$ cat src/rtl/nes_pkg.sv
// Shared NES controller definitions: button bit positions and pad scanner states.
package nes_pkg;

  localparam int unsigned BTN_A      = 0;
  localparam int unsigned BTN_B      = 1;
  localparam int unsigned BTN_SELECT = 2;
  localparam int unsigned BTN_START  = 3;
  localparam int unsigned BTN_UP     = 4;
  localparam int unsigned BTN_DOWN   = 5;
  localparam int unsigned BTN_LEFT   = 6;
  localparam int unsigned BTN_RIGHT  = 7;

  typedef enum logic [2:0] {
    ST_IDLE   = 3'd0,
    ST_LATCH  = 3'd1,
    ST_SAMPLE = 3'd2,
    ST_CLK_LO = 3'd3,
    ST_CLK_HI = 3'd4,
    ST_COMMIT = 3'd5
  } pad_scan_state_t;

endpackage

$ cat src/rtl/joypad_scanner.sv
// Periodic scanner for two physical NES pads; commits both bytes atomically.
module joypad_scanner
  import nes_pkg::*;
#(
  parameter int unsigned SCAN_HALF   = 64,
  parameter int unsigned SCAN_PERIOD = 100000
) (
  input  logic       clk,
  input  logic       rst,
  input  logic [1:0] pad_data,
  output logic       pad_latch,
  output logic       pad_clk,
  output logic       scan_done,
  output logic [7:0] pad_byte0,
  output logic [7:0] pad_byte1
);

  localparam int unsigned PER_W = (SCAN_PERIOD > 1) ? $clog2(SCAN_PERIOD) : 1;
  localparam int unsigned TMR_W = $clog2(2 * SCAN_HALF);
  localparam logic [PER_W-1:0] PER_LAST   = PER_W'(SCAN_PERIOD - 1);
  localparam logic [TMR_W-1:0] LATCH_LAST = TMR_W'(2 * SCAN_HALF - 1);
  localparam logic [TMR_W-1:0] HALF_LAST  = TMR_W'(SCAN_HALF - 1);

  pad_scan_state_t   state;
  pad_scan_state_t   state_nx;
  logic [PER_W-1:0]  per_cnt;
  logic [TMR_W-1:0]  tmr;
  logic [2:0]        bit_idx;
  logic [1:0]        pad_meta;
  logic [1:0]        pad_sync;
  logic [7:0]        shadow0;
  logic [7:0]        shadow1;
  logic              period_end;

  assign period_end = (per_cnt == PER_LAST);

  // Free-running period counter so scan starts stay exactly one period apart.
  always_ff @(posedge clk) begin
    if (rst)             per_cnt <= '0;
    else if (period_end) per_cnt <= '0;
    else                 per_cnt <= per_cnt + PER_W'(1);
  end

  // Scanner state register.
  always_ff @(posedge clk) begin
    if (rst) state <= ST_IDLE;
    else     state <= state_nx;
  end

  // Next-state decode.
  always_comb begin
    state_nx = state;
    case (state)
      ST_IDLE:   if (period_end) state_nx = ST_LATCH;
      ST_LATCH:  if (tmr == LATCH_LAST) state_nx = ST_SAMPLE;
      ST_SAMPLE: state_nx = ST_CLK_LO;
      ST_CLK_LO: if (tmr == HALF_LAST) state_nx = ST_CLK_HI;
      ST_CLK_HI: if (tmr == HALF_LAST) state_nx = (bit_idx == 3'd7) ? ST_COMMIT : ST_SAMPLE;
      ST_COMMIT: state_nx = ST_IDLE;
      default:   state_nx = ST_IDLE;
    endcase
  end

  // Phase timer, synchroniser, shadow capture, commit and registered pin outputs.
  always_ff @(posedge clk) begin
    if (rst) begin
      tmr       <= '0;
      bit_idx   <= '0;
      pad_meta  <= 2'b11;
      pad_sync  <= 2'b11;
      shadow0   <= '0;
      shadow1   <= '0;
      pad_byte0 <= '0;
      pad_byte1 <= '0;
      pad_latch <= 1'b0;
      pad_clk   <= 1'b1;
      scan_done <= 1'b0;
    end else begin
      tmr       <= (state_nx != state) ? '0 : tmr + TMR_W'(1);
      pad_meta  <= pad_data;
      pad_sync  <= pad_meta;
      pad_latch <= (state_nx == ST_LATCH);
      pad_clk   <= (state_nx != ST_CLK_LO);
      scan_done <= (state == ST_COMMIT);
      if (state == ST_LATCH) bit_idx <= '0;
      if (state == ST_SAMPLE) begin
        shadow0[bit_idx] <= ~pad_sync[0];
        shadow1[bit_idx] <= ~pad_sync[1];
      end
      if (state == ST_CLK_HI && state_nx == ST_SAMPLE) bit_idx <= bit_idx + 3'd1;
      if (state == ST_COMMIT) begin
        pad_byte0 <= shadow0;
        pad_byte1 <= shadow1;
      end
    end
  end

endmodule

$ cat src/rtl/joypad_ctrl.sv
// NES controller back-end: two emulated serial pad shift registers fed by
// scanned physical pads merged with host buttons.
module joypad_ctrl
  import nes_pkg::*;
#(
  parameter int unsigned SCAN_HALF   = 64,
  parameter int unsigned SCAN_PERIOD = 100000
) (
  input  logic        clk,
  input  logic        rst,
  input  logic [2:0]  ctrl_strobe,
  input  logic [1:0]  ctrl_out,
  output logic [1:0]  ctrl_data,
  input  logic [15:0] ext_btn,
  output logic        pad_latch,
  output logic        pad_clk,
  input  logic [1:0]  pad_data,
  output logic        scan_done
);

  logic [7:0] pad_byte0;
  logic [7:0] pad_byte1;
  logic [7:0] btn_eff0;
  logic [7:0] btn_eff1;
  logic [7:0] sr0;
  logic [7:0] sr1;
  logic [1:0] out_q;
  logic [1:0] out_rise;
  logic       strobe_unused;

  assign strobe_unused = ^ctrl_strobe[2:1];

  joypad_scanner #(
    .SCAN_HALF   (SCAN_HALF),
    .SCAN_PERIOD (SCAN_PERIOD)
  ) u_scanner (
    .clk       (clk),
    .rst       (rst),
    .pad_data  (pad_data),
    .pad_latch (pad_latch),
    .pad_clk   (pad_clk),
    .scan_done (scan_done),
    .pad_byte0 (pad_byte0),
    .pad_byte1 (pad_byte1)
  );

  assign btn_eff0  = pad_byte0 | ext_btn[7:0];
  assign btn_eff1  = pad_byte1 | ext_btn[15:8];
  assign out_rise  = ctrl_out & ~out_q;
  assign ctrl_data = {sr1[BTN_A], sr0[BTN_A]};

  // Serial shift registers: strobe reloads, one shift per read rising edge, 1s fill in.
  always_ff @(posedge clk) begin
    if (rst) begin
      sr0   <= '0;
      sr1   <= '0;
      out_q <= '0;
    end else begin
      out_q <= ctrl_out;
      if (ctrl_strobe[0]) begin
        sr0 <= btn_eff0;
        sr1 <= btn_eff1;
      end else begin
        if (out_rise[0]) sr0 <= {1'b1, sr0[7:1]};
        if (out_rise[1]) sr1 <= {1'b1, sr1[7:1]};
      end
    end
  end

endmodule

$ cat config.mk
export PLATFORM = sky130hd
export DESIGN_NAME = joypad_ctrl
export DESIGN_NICKNAME = d
export VERILOG_FILES = /design/src/rtl/nes_pkg.sv /design/src/rtl/joypad_scanner.sv /design/src/rtl/joypad_ctrl.sv
export SDC_FILE = /design/constraint.sdc
export NUM_CORES = 1
export LEC_CHECK = 0
export BUFFER_PORTS_ARGS = -buffer_cell sky130_fd_sc_hd__buf_2
export CORE_MARGIN = 8
export CORE_UTILIZATION = 35
export CTS_BUF_LIST = sky130_fd_sc_hd__clkbuf_4 sky130_fd_sc_hd__clkbuf_8
export CTS_CLUSTER_SIZE = 30
export DETAILED_ROUTE_END_ITERATION = 7
export PLACE_DENSITY = 0.5
export RECOVER_POWER = 50
export SLEW_MARGIN = 20
export SYNTH_ARGS = -nofsm -noshare
export SYNTH_HDL_FRONTEND = slang
export SYNTH_HIERARCHICAL = 1
export SYNTH_SLANG_ARGS = --single-unit
$ cat constraint.sdc
create_clock -name clk -period 4.6 [get_ports clk]
set_input_delay 0.92 -clock clk [delete_from_list [all_inputs] [get_ports clk]]
set_output_delay 0.92 -clock clk [all_outputs]
set_load 0.02 [all_outputs]
==> impl_metrics.json, run 1 <==
{
  "ctsRootBufferMaster": "clkbuf_8",
  "placed_area_sq_um": 3880,
  "synth_xor_area_share_pct": 4.73,
  "clk_path_buf_depth": 2,
  "synth_edf_count": 0,
  "io_buffers": 27,
  "path_max_fanout": 32,
  "setup_ws_ns": 2.27,
  "cp_top_family": "buffers and inverters",
  "gp_congestion": 0.752,
  "maxSlewHeadroom_pct": 7.89,
  "startpoint_type": "input port",
  "grt_max_degree": 61,
  "ant_nets": 0,
  "r2r_cells": 7,
  "drive_gt1_share_pct": 14.7,
  "final_nets": 453,
  "yosys.area.top_type": "dfxtp_1",
  "ir_worst_vdd_v": 0.000198,
  "htree_levels": 3,
  "grt_overflow": 0,
  "avgSynthCellArea_sq_um": 9.07,
  "synth-adder-area-share_pct": 1.35,
  "synth_nets": 437,
  "worstReg2RegEnd": "u_scanner/pad_clk",
  "syn_inst": 408,
  "wl_um": 7030,
  "io_pins": 30,
  "grt_pass1_wl_um": 12100,
  "met1Wirelength_um": 3570,
  "hpwlAfterDp_um": 4700,
  "yosysTopAreaCellShare_pct": 47.1,
  "rows": 37,
  "final_core_util_pct": 39.5,
  "holdCritPathClass": "flop to flop",
  "synth.distinct_cells": 44,
  "powerDensity_nw_per_um2": 369,
  "clock-sinks": 87,
  "cpPeakStageDelay_ns": 0.99,
  "finClkSkew_ns": 0.00616,
  "core_sq_um": 10300,
  "wl_per_cell_um": 12.4,
  "post_cts_buffers": 0,
  "crit_required_ns": 4.87,
  "worstHoldStart": "u_scanner/pad_meta[0]",
  "cp-end-kind": "flop",
  "viasPerCell": 4.73,
  "synth_top_family_by_area": "simple AND/OR/NAND/NOR gates",
  "min_to": "u_scanner/pad_sync[0]",
  "synthSimpleGateAreaFrac_pct": 24.8,
  "die_w_um": 119,
  "area_growth_pct": 9.71,
  "crit_type": "input port to flop",
  "status": "finished clean",
  "yosys_warnings": 6,
  "cts-buffers-inserted": 9,
  "drv_cap": 0,
  "wl_met2_um": 3110,
  "crit_path_top_delay_cell": "clkbuf_1",
  "synthTopCellsByArea": "dfxtp_1 (47%), nor2_1 (7.5%), nand2_1 (4.8%)",
  "rsz0062_at_grt": "false",
  "power_leakage_nw": 1.45,
  "grt_util_all_layers_pct": 10.3,
  "synthFlopType": "dfxtp_1",
  "drc": 0,
  "grt_pass1_vias": 2652,
  "r2r-start": "u_scanner/bit_idx[1]",
  "cts_resized": 0,
  "die_area_sq_um": 14100,
  "drt_pass1_iterations": 4,
  "ys_ff_latch": 87,
  "crit_chain": "clkbuf_1 > nor2_1 > mux2_2 > a211oi_1",
  "clk_latency_ns": 0.35,
  "pre_cts_ws_ns": 2.13,
  "synth_compound_area_share_pct": 13.4,
  "tritoncts": "built",
  "rrSetupSlack_ns": 2.36,
  "antenna_found_initial": 0,
  "critPathArrivalTime_ns": 2.60,
  "fin_crit_sh_pct": 50.6,
  "dr.first_iter.drc_count": 124,
  "num_antenna_cells": 0,
  "highest_layer": "met4",
  "whs_path_depth": 1,
  "period_needed_ns": 2.33,
  "path_clk_slew_ns": 0.09,
  "netlist_area_sq_um": 3700,
  "ys_seq_area_share_pct": 47.1,
  "hold_viol": 0,
  "holdBufCountCts": 0,
  "finalInstanceArea_sq_um": 4060,
  "slew_viol_final": 0,
  "muxShareOfSynthArea_pct": 4.80,
  "fmax_mhz": 430,
  "tns_ns": 0,
  "initial_utilization_pct": 36.0,
  "whs_ns": 0.416,
  "cp_num_buf_inv": 1,
  "max_slew.worst_pin.slew_ns": 1.38,
  "setup_viol": 0,
  "met3_wirelength_um": 256,
  "vias": 2674,
  "die-height_um": 119,
  "ys_async_sr_fraction_pct": 0
}
==> layer usage <==
metal	vias to the layer above	GRT usage, %
met4	0	4.27
met5	-	0
met2	41	16.5
met3	8	3.12
li1	1429	-
met1	1196	12.5
==> worst max-delay path by stage <==
stage                                     from  slack, ns                 to  cells after the start
final                           ctrl_strobe[0]       2.27             sr0[5]                      4
after global routing            ctrl_strobe[0]       2.10             sr1[6]                      4
after CTS                 u_scanner/bit_idx[1]       2.37  u_scanner/pad_clk                      7
after detailed placement                   rst       2.13  u_scanner/pad_clk                      5
after global placement                     rst       2.13  u_scanner/pad_clk                      5
after floorplan           u_scanner/bit_idx[1]       2.59  u_scanner/pad_clk                      7
==> sequential cells by signal (all words and copies together), names as in the netlist <==
register	cells
u_scanner/pad_meta	2
u_scanner/tmr	7
u_scanner/scan_done	1
u_scanner/pad_clk	1
u_scanner/pad_latch	1
sr0	8
u_scanner/bit_idx	3
u_scanner/pad_byte1	8
u_scanner/state	3
u_scanner/shadow1	8
sr1	8
u_scanner/pad_sync	2
u_scanner/shadow0	8
out_q	2
u_scanner/pad_byte0	8
u_scanner/per_cnt	17
==> cells in the mapped netlist (3+ instances only) <==
| cell type | count |
|---|---|
| xnor2_1 | 8 |
| xor2_1 | 12 |
| inv_1 | 4 |
| mux2_2 | 14 |
| nand4_1 | 6 |
| and2_1 | 4 |
| nor2_1 | 74 |
| nand3_1 | 8 |
| a211oi_1 | 17 |
| dfxtp_1 | 87 |
| nor3_1 | 9 |
| buf_2 | 5 |
| a211oi_2 | 12 |
| buf_6 | 4 |
| nand2b_1 | 5 |
| ha_1 | 4 |
| nand2_1 | 47 |
| or2_2 | 6 |
| nor3b_1 | 3 |
| o21ai_0 | 4 |
| nor2b_1 | 6 |
| and3_1 | 6 |
| clkbuf_1 | 10 |
| a21oi_1 | 23 |
==> worst register-to-register path, cell delays in order (launching register included) <==
cell	delay, ns
dfxtp_1	0.42
ha_1	0.24
ha_1	0.21
or3b_2	0.47
nor2_1	0.17
a21oi_1	0.12
o22a_1	0.21
or2_2	0.30
==> layout make-up <==
class                      instances  area, sq um
tap                              136          170
inverter                           4         15.0
clock buffer                      10          138
sequential                        87         1740
multi-input combinational        294         1770
fill                            1105         6220
clock inverter                     6         92.6
timing repair buffer              28          134
==> kinds of logic after synthesis <==
logic type	after synthesis
and+or+nand+nor	188
DFF	87
AOI/OAI and AO/OA	66
buffers and inverters	27
xor gates and xnor gates	20
muxes	16
adders and majority gates	4
==> metrics by stage <==
stage	total power, mW	cells
2_1_floorplan	0.901	408
3_3_place_gp	0.922	549
3_5_place_dp	0.923	549
4_1_cts	1.54	565
5_1_grt	1.57	565
6_report	1.50	565
==> report_power, final <==
part           switching (mW)  leakage (nW)  total, mW  internal [mW]
combinational          0.0556         0.631      0.103         0.0472
clock                   0.276         0.114      0.601          0.324
sequential             0.0170         0.708      0.794          0.777
total                   0.349          1.45       1.50           1.15
==> layout by cell type (no fill, tap or decap), drive strengths merged, types with 4 or more instances in the layout <==
master,n
dfxtp,87
nor2,74
nand2,47
a211oi,29
a21oi,23
buf,21
clkbuf,17
mux2,14
xor2,12
nor3,10
nand3,8
xnor2,8
nor2b,6
nand4,6
and3,6
or2,6
nand2b,5
inv,5
nor3b,5
o21ai,4
ha,4
and2,4
Note: power is estimated with default switching activity, not from simulation.
==> inputs of run 2 (changes only) <==
--- a/config.mk
+++ b/config.mk
@@ -5,6 +5,7 @@
 export SDC_FILE = /design/constraint.sdc
 export NUM_CORES = 1
 export LEC_CHECK = 0
+export ABC_AREA = 1
 export BUFFER_PORTS_ARGS = -buffer_cell sky130_fd_sc_hd__buf_2
 export CORE_MARGIN = 8
 export CORE_UTILIZATION = 35
==> constraint.sdc (replaced) <==
create_clock -name clk -period 2.15 [get_ports clk]
set_input_delay 0.43 -clock clk [delete_from_list [all_inputs] [get_ports clk]]
set_output_delay 0.43 -clock clk [all_outputs]
set_load 0.02 [all_outputs]
==> run 2 against run 1 <==
  * First-iteration DRC count grew 6.5%
  * Largest power group unchanged
  * Critical endpoint is now u_scanner/tmr[2]
  * Sequential share of layout area shrank 2.0 points
  * Critical path depth grew 7
  * Critical path type is now flop to flop
==> impl_metrics.json, run 2 <==
{
  "wl_per_cell_um": 11.5,
  "cp_num_buf_inv": 0,
  "rsz0062_at_grt": "false",
  "ir_worst_vdd_v": 0.000305,
  "powerDensity_nw_per_um2": 690,
  "area_growth_pct": 10.5,
  "synth.distinct_cells": 38,
  "max_slew.worst_pin.slew_ns": 1.27,
  "clkPwrFrac_pct": 37.4,
  "clk_latency_ns": 0.36,
  "grt_pass1_vias": 3041,
  "holdCritPathClass": "input port to flop",
  "synth_common_cells": "dfxtp_1 (87), nand2_1 (87), inv_1 (68)",
  "io_buffers": 27,
  "grt_util_met1_pct": 13.7,
  "use_met2_pct": 18.5,
  "cp_top_family": "simple AND/OR/NAND/NOR gates",
  "avgSynthCellArea_sq_um": 7.47,
  "path_max_fanout": 7,
  "cp-end-kind": "flop",
  "finalNonFillerCells": 685,
  "synth_edf_count": 0,
  "period_needed_ns": 1.67,
  "r2r-start": "u_scanner/tmr[0]",
  "die_w_um": 121,
  "power_leakage_nw": 1.77,
  "final_nets": 570,
  "p_switching_mw": 0.693,
  "tritoncts": "built",
  "synth_nets": 545,
  "clock-sinks": 87,
  "yosysTopAreaCellShare_pct": 45.2,
  "startpoint_type": "flop",
  "ys_seq_area_share_pct": 45.2,
  "crit_start": "u_scanner/tmr[0]",
  "layout_common_cells": "nand2_1 (87), dfxtp_1 (87), inv_1 (68)",
  "drc": 0,
  "fmax_mhz": 597,
  "grt_util_all_layers_pct": 11.6,
  "core_sq_um": 10800,
  "holdBufCountCts": 0,
  "io_pins": 30,
  "clk_path_buf_depth": 2,
  "power_switching_share_pct": 23.6,
  "hpwlAfterDp_um": 5670,
  "path_clk_slew_ns": 0.08,
  "cts-buffers-inserted": 9,
  "ctsRootBufferMaster": "clkbuf_8",
  "drive_gt1_share_pct": 16.0,
  "comb_power_share_pct": 6.0,
  "syn_inst": 516,
  "cts_resized": 0,
  "setup_viol": 0,
  "tns_ns": 0,
  "viasPerCell": 4.58,
  "grtUsageMet3_pct": 3.02,
  "top_usage_layer": "met2",
  "fin_crit_sh_pct": 77.8,
  "drv_cap": 0,
  "yosys_warnings": 6,
  "cp_common_cell": "nand2_2",
  "worstHoldStart": "pad_data[0]",
  "ys_async_sr_fraction_pct": 0,
  "die-height_um": 121,
  "crit_required_ns": 2.45,
  "grt_overflow": 0,
  "power.internal_mw": 2.25,
  "grt_pass1_wl_um": 13700,
  "netlist_area_sq_um": 3850,
  "yosys.area.top_type": "dfxtp_1",
  "htree_levels": 3,
  "crit_type": "flop to flop",
  "ys_ff_latch": 87,
  "num_antenna_cells": 0,
  "largest_reg_flops": 17,
  "finClkSkew_ns": 0.00946,
  "rows": 38,
  "dr.first_iter.drc_count": 132,
  "critPathArrivalTime_ns": 1.98,
  "maxSlewHeadroom_pct": 15.6,
  "die_area_sq_um": 14600,
  "synthTopCellsByArea": "dfxtp_1 (45%), nand2_1 (8.5%), inv_1 (6.6%)",
  "cpPeakStageDelay_ns": 0.37,
  "gp_congestion": 0.745,
  "vias": 3138,
  "wl_um": 7870,
  "initial_utilization_pct": 35.7,
  "regMostFlops": "u_scanner/per_cnt",
  "antenna_found_initial": 0,
  "status": "finished clean",
  "hold_viol": 0,
  "dp.cells": 670,
  "crit_path_top_delay_cell": "dfxtp_1",
  "post_cts_buffers": 0,
  "drt_pass1_iterations": 4,
  "slew_viol_final": 0,
  "grt_max_degree": 34,
  "seqPwrFrac_pct": 56.6,
  "ant_nets": 0,
  "synthFlopType": "dfxtp_1",
  "crit_chain": "ha_1 > nand2_2 > nor2_4 > nand2_2 > nand2_2 > nand2_2 > nor2_2 > nand2_2 > a21oi_4 > nand2_4 > nor2_2"
}
run 2: cell types whose count changed in the layout (fill, tap and decap cells not counted), moves of 8 or more:
cell / before / now
nor2_1: 74 / 36
a21oi_1: 23 / 46
nand3_1: 8 / 28
nand2_2: 0 / 8
nor2_2: 0 / 11
o21ai_0: 4 / 45
o21ai_1: 0 / 8
mux2_2: 12 / 0
xor2_1: 12 / 4
inv_1: 4 / 68
a211oi_1: 26 / 1
nand2_1: 47 / 87
run 2: area by class of cell:
| type | instances | area, sq um |
|---|---|---|
| timing repair buffer | 33 | 166 |
| inverter | 80 | 303 |
| sequential | 87 | 1740 |
| clock inverter | 5 | 50.0 |
| clock buffer | 10 | 131 |
| tap | 140 | 175 |
| fill | 1141 | 6530 |
| multi-input combinational | 330 | 1690 |
run 2: metal layers:
metal	up-vias	routed length (um)
met5	-	0
met4	0	181
met3	12	324
met2	38	3500
met1	1398	3870
li1	1690	-
run 2: metrics by stage:
step	hold WS (ns)	instance area, sq um	util, %	setup WS, ns	total power, mW
global route	0.240	4260	39.5	0.298	3.09
floorplan	0.389	3850	-	0.672	1.84
global placement	0.396	4090	37.9	0.544	1.88
detailed placement	0.395	4090	37.9	0.490	1.89
finish	0.249	4260	39.5	0.476	2.94
CTS	0.227	4270	39.6	0.469	3.01
run 2: kinds of logic (layout without fill, tap and decap cells):
| group | Yosys count | count (layout) | share of synthesized area, % |
|---|---|---|---|
| AOI/OAI and AO/OA | 106 | 106 | 14.4 |
| xor gates and xnor gates | 6 | 6 | 1.36 |
| adders and majority gates | 4 | 4 | 1.30 |
| buffers and inverters | 99 | 128 | 10.9 |
| DFF | 87 | 87 | 45.2 |
| and+or+nand+nor | 214 | 214 | 26.8 |
run 2: final timing paths:
| check | end | slack, ns | cells after the start |
|---|---|---|---|
| max | u_scanner/tmr[2] | 0.48 | 11 |
| min | u_scanner/pad_meta[0] | 0.25 | 2 |
| max reg2reg | u_scanner/tmr[2] | 0.48 | 11 |
| min reg2reg | u_scanner/pad_sync[1] | 0.41 | 1 |
run 2: power groups by stage:
stage,Combinational [mW],Clock [mW],Sequential (mW)
2_1_floorplan,0.141,0,1.70
3_3_place_gp,0.179,0,1.70
3_5_place_dp,0.181,0,1.70
4_1_cts,0.181,1.16,1.67
5_1_grt,0.204,1.21,1.67
6_report,0.177,1.10,1.67
run 2: worst register-to-register path: cells and delay by family, from the launching register on:
family,cells,cell delay (ns)
simple gates,9,0.84
flops,1,0.37
compound gates,1,0.16
fa+ha+maj,1,0.25
==> inputs of run 3 (changes only) <==
--- a/config.mk
+++ b/config.mk
@@ -12,7 +12,7 @@
 export CTS_BUF_LIST = sky130_fd_sc_hd__clkbuf_4 sky130_fd_sc_hd__clkbuf_8
 export CTS_CLUSTER_SIZE = 30
 export DETAILED_ROUTE_END_ITERATION = 7
-export PLACE_DENSITY = 0.5
+export PLACE_DENSITY = 0.52
 export RECOVER_POWER = 50
 export SLEW_MARGIN = 20
 export SYNTH_ARGS = -nofsm -noshare
==> constraint.sdc (replaced) <==
create_clock -name clk -period 1.4 [get_ports clk]
set_input_delay 0.28 -clock clk [delete_from_list [all_inputs] [get_ports clk]]
set_output_delay 0.28 -clock clk [all_outputs]
set_load 0.02 [all_outputs]
==> run 3 against run 2 <==
  * Global-route usage grew 0.48 points
  * Sequential share of layout area down 5.1 points
  * Critical endpoint is now u_scanner/tmr[6]
  * The flow now finishes with violations (negative setup slack)
  * Worst setup slack got worse by 0.61 ns
  * Critical path depth is the same
  * Hold slack worse by 0.15 ns
  * Clock power up 61%
  * Cell area rose by 15%
  * Wire length grew 7.9%
  * First-iteration DRC count grew 23%
  * Highest routed layer unchanged
==> impl_metrics.json, run 3 (synthesized netlist as in run 2, its figures left out) <==
{
  "rows": 38,
  "initial_utilization_pct": 35.7,
  "layout_common_cells": "dfxtp_1 (76), nand2_1 (72), inv_1 (64)",
  "fin_crit_sh_pct": 109,
  "worstReg2RegEnd": "u_scanner/tmr[6]",
  "max_slew.worst_pin.slew_ns": 0.702,
  "fmax_mhz": 654,
  "status": "complete, but fails checks",
  "grt_max_degree": 34,
  "maxSlewHeadroom_pct": 53.2,
  "ctsRootBufferMaster": "clkbuf_8",
  "tritoncts": "built",
  "r2r-start": "u_scanner/tmr[1]",
  "io_buffers": 27,
  "dr.first_iter.drc_count": 162,
  "crit_type": "flop to flop",
  "die-height_um": 121,
  "critPathArrivalTime_ns": 1.83,
  "dp.cells": 709,
  "violations": "negative setup slack",
  "drt_pass1_iterations": 6,
  "core_sq_um": 10800,
  "ant_nets": 0,
  "crit_start": "u_scanner/tmr[1]",
  "r2r_cells": 11,
  "startpoint_type": "flop",
  "power.internal_mw": 3.54,
  "wl_per_cell_um": 11.6,
  "seqPwrFrac_pct": 55.0,
  "finalNonFillerCells": 733,
  "gp_congestion": 0.819,
  "path_max_fanout": 7,
  "vias": 3327,
  "grt_pass1_wl_um": 14600,
  "comb_power_share_pct": 7.1,
  "viasPerCell": 4.54,
  "num_antenna_cells": 0,
  "area_growth_pct": 27.5,
  "rsz0062_at_grt": "true",
  "rrSetupSlack_ns": -0.13,
  "cp-end-kind": "flop",
  "grt_util_all_layers_pct": 12.0,
  "power_leakage_nw": 2.13,
  "cts-buffers-inserted": 9,
  "grt_overflow": 0,
  "clk_path_buf_depth": 2,
  "holdCritPathClass": "input port to flop",
  "path_clk_slew_ns": 0.08,
  "ir_worst_vdd_v": 0.000497,
  "power_switching_share_pct": 24.1,
  "period_needed_ns": 1.53,
  "drv_cap": 0,
  "wl_um": 8490,
  "setup_ws_ns": -0.130,
  "hpwlAfterDp_um": 5850,
  "layout_commonest_cell": "dfxtp_1",
  "drc": 0,
  "htree_levels": 3,
  "powerDensity_nw_per_um2": 949,
  "final_nets": 618,
  "die_area_sq_um": 14600,
  "clkPwrFrac_pct": 37.9,
  "slew_viol_final": 0,
  "regMostFlops": "u_scanner/per_cnt",
  "largest_reg_flops": 17,
  "setup_viol": 9,
  "grt_pass1_vias": 3316,
  "crit_required_ns": 1.70,
  "cp-endpoint": "u_scanner/tmr[6]",
  "drive_gt1_share_pct": 31.5,
  "hold_viol": 0,
  "antenna_found_initial": 0,
  "holdBufCountCts": 0,
  "clk_latency_ns": 0.36,
  "io_pins": 30,
  "p_switching_mw": 1.12,
  "die_w_um": 121,
  "whs_ns": 0.102,
  "clock-sinks": 87,
  "finalPower_mw": 4.66,
  "finClkSkew_ns": 0.00772,
  "nFillCells": 1112
}
run 3: cell count changes in the layout (fill, tap and decap cells not counted), sizes merged:
cell    delta
buf       +49
clkbuf     -1
clkinv     -1
inv        +1
run 3: worst min path at each step:
stage	from	endpoint	slack, ns	cells past startpoint
finish	pad_data[0]	u_scanner/pad_meta[0]	0.10	2
global route	pad_data[1]	u_scanner/pad_meta[1]	0.09	2
CTS	pad_data[0]	u_scanner/pad_meta[0]	0.07	2
detailed placement	u_scanner/per_cnt[0]	u_scanner/per_cnt[0]	0.41	1
global placement	u_scanner/per_cnt[0]	u_scanner/per_cnt[0]	0.40	1
floorplan	pad_data[0]	u_scanner/pad_meta[0]	0.38	1
run 3: cell type report:
cell class | instances | area (sq um) | share of cell area (%)
sequential | 87 | 1760 | 35.8
clock buffer | 10 | 138 | 2.80
multi-input combinational | 330 | 1910 | 38.8
inverter | 80 | 305 | 6.21
clock inverter | 5 | 57.6 | 1.17
tap | 140 | 175 | 3.56
timing repair buffer | 81 | 576 | 11.7
run 3: power by group through the flow:
| stage | registers [mW] | logic (mW) | clock network [mW] |
|---|---|---|---|
| final | 2.57 | 0.329 | 1.77 |
| after global routing | 2.57 | 0.379 | 1.96 |
| after CTS | 2.57 | 0.313 | 1.86 |
| after detailed placement | 2.62 | 0.308 | 0 |
| after floorplan | 2.61 | 0.223 | 0 |
| after global placement | 2.62 | 0.303 | 0 |
run 3: critical path, cell delays in order (launching register included):
cell	delay, ns
dfxtp_2	0.36
ha_4	0.16
nand2_4	0.05
nor2_4	0.13
nand2_2	0.08
nand2_2	0.07
nand2_2	0.07
nor2_4	0.10
nand2_2	0.08
a21oi_4	0.14
nand2_4	0.12
nor2_4	0.11
run 3: metal layers:
layer	GRT usage, %	routed length, um	part of all wire [%]	up-vias
met4	3.90	102	1.2	0
met5	0	0	0	-
met2	20.4	4170	49	38
met1	13.9	3840	45	1489
met3	4.09	380	4.5	9
li1	-	-	-	1791
run 3: repair_timing:
item                       CTS  global route
setup endpoints to repair   34            45
buffers inserted             3             5
pin swaps                    8            13
resized for setup           12            54
gates cloned                 0             1
run 3: per-stage QoR:
| step | area, sq um | setup TNS (ns) | setup WS (ns) | utilization (%) |
|---|---|---|---|---|
| global placement | 4450 | -0.729 | -0.102 | 41.2 |
| global route | 4910 | -3.75 | -0.232 | 45.5 |
| finish | 4910 | -0.903 | -0.130 | 45.5 |
| detailed placement | 4450 | -1.02 | -0.122 | 41.2 |
| CTS | 4710 | -0.929 | -0.0989 | 43.6 |
| floorplan | 3880 | -0.00830 | -0.00415 | - |
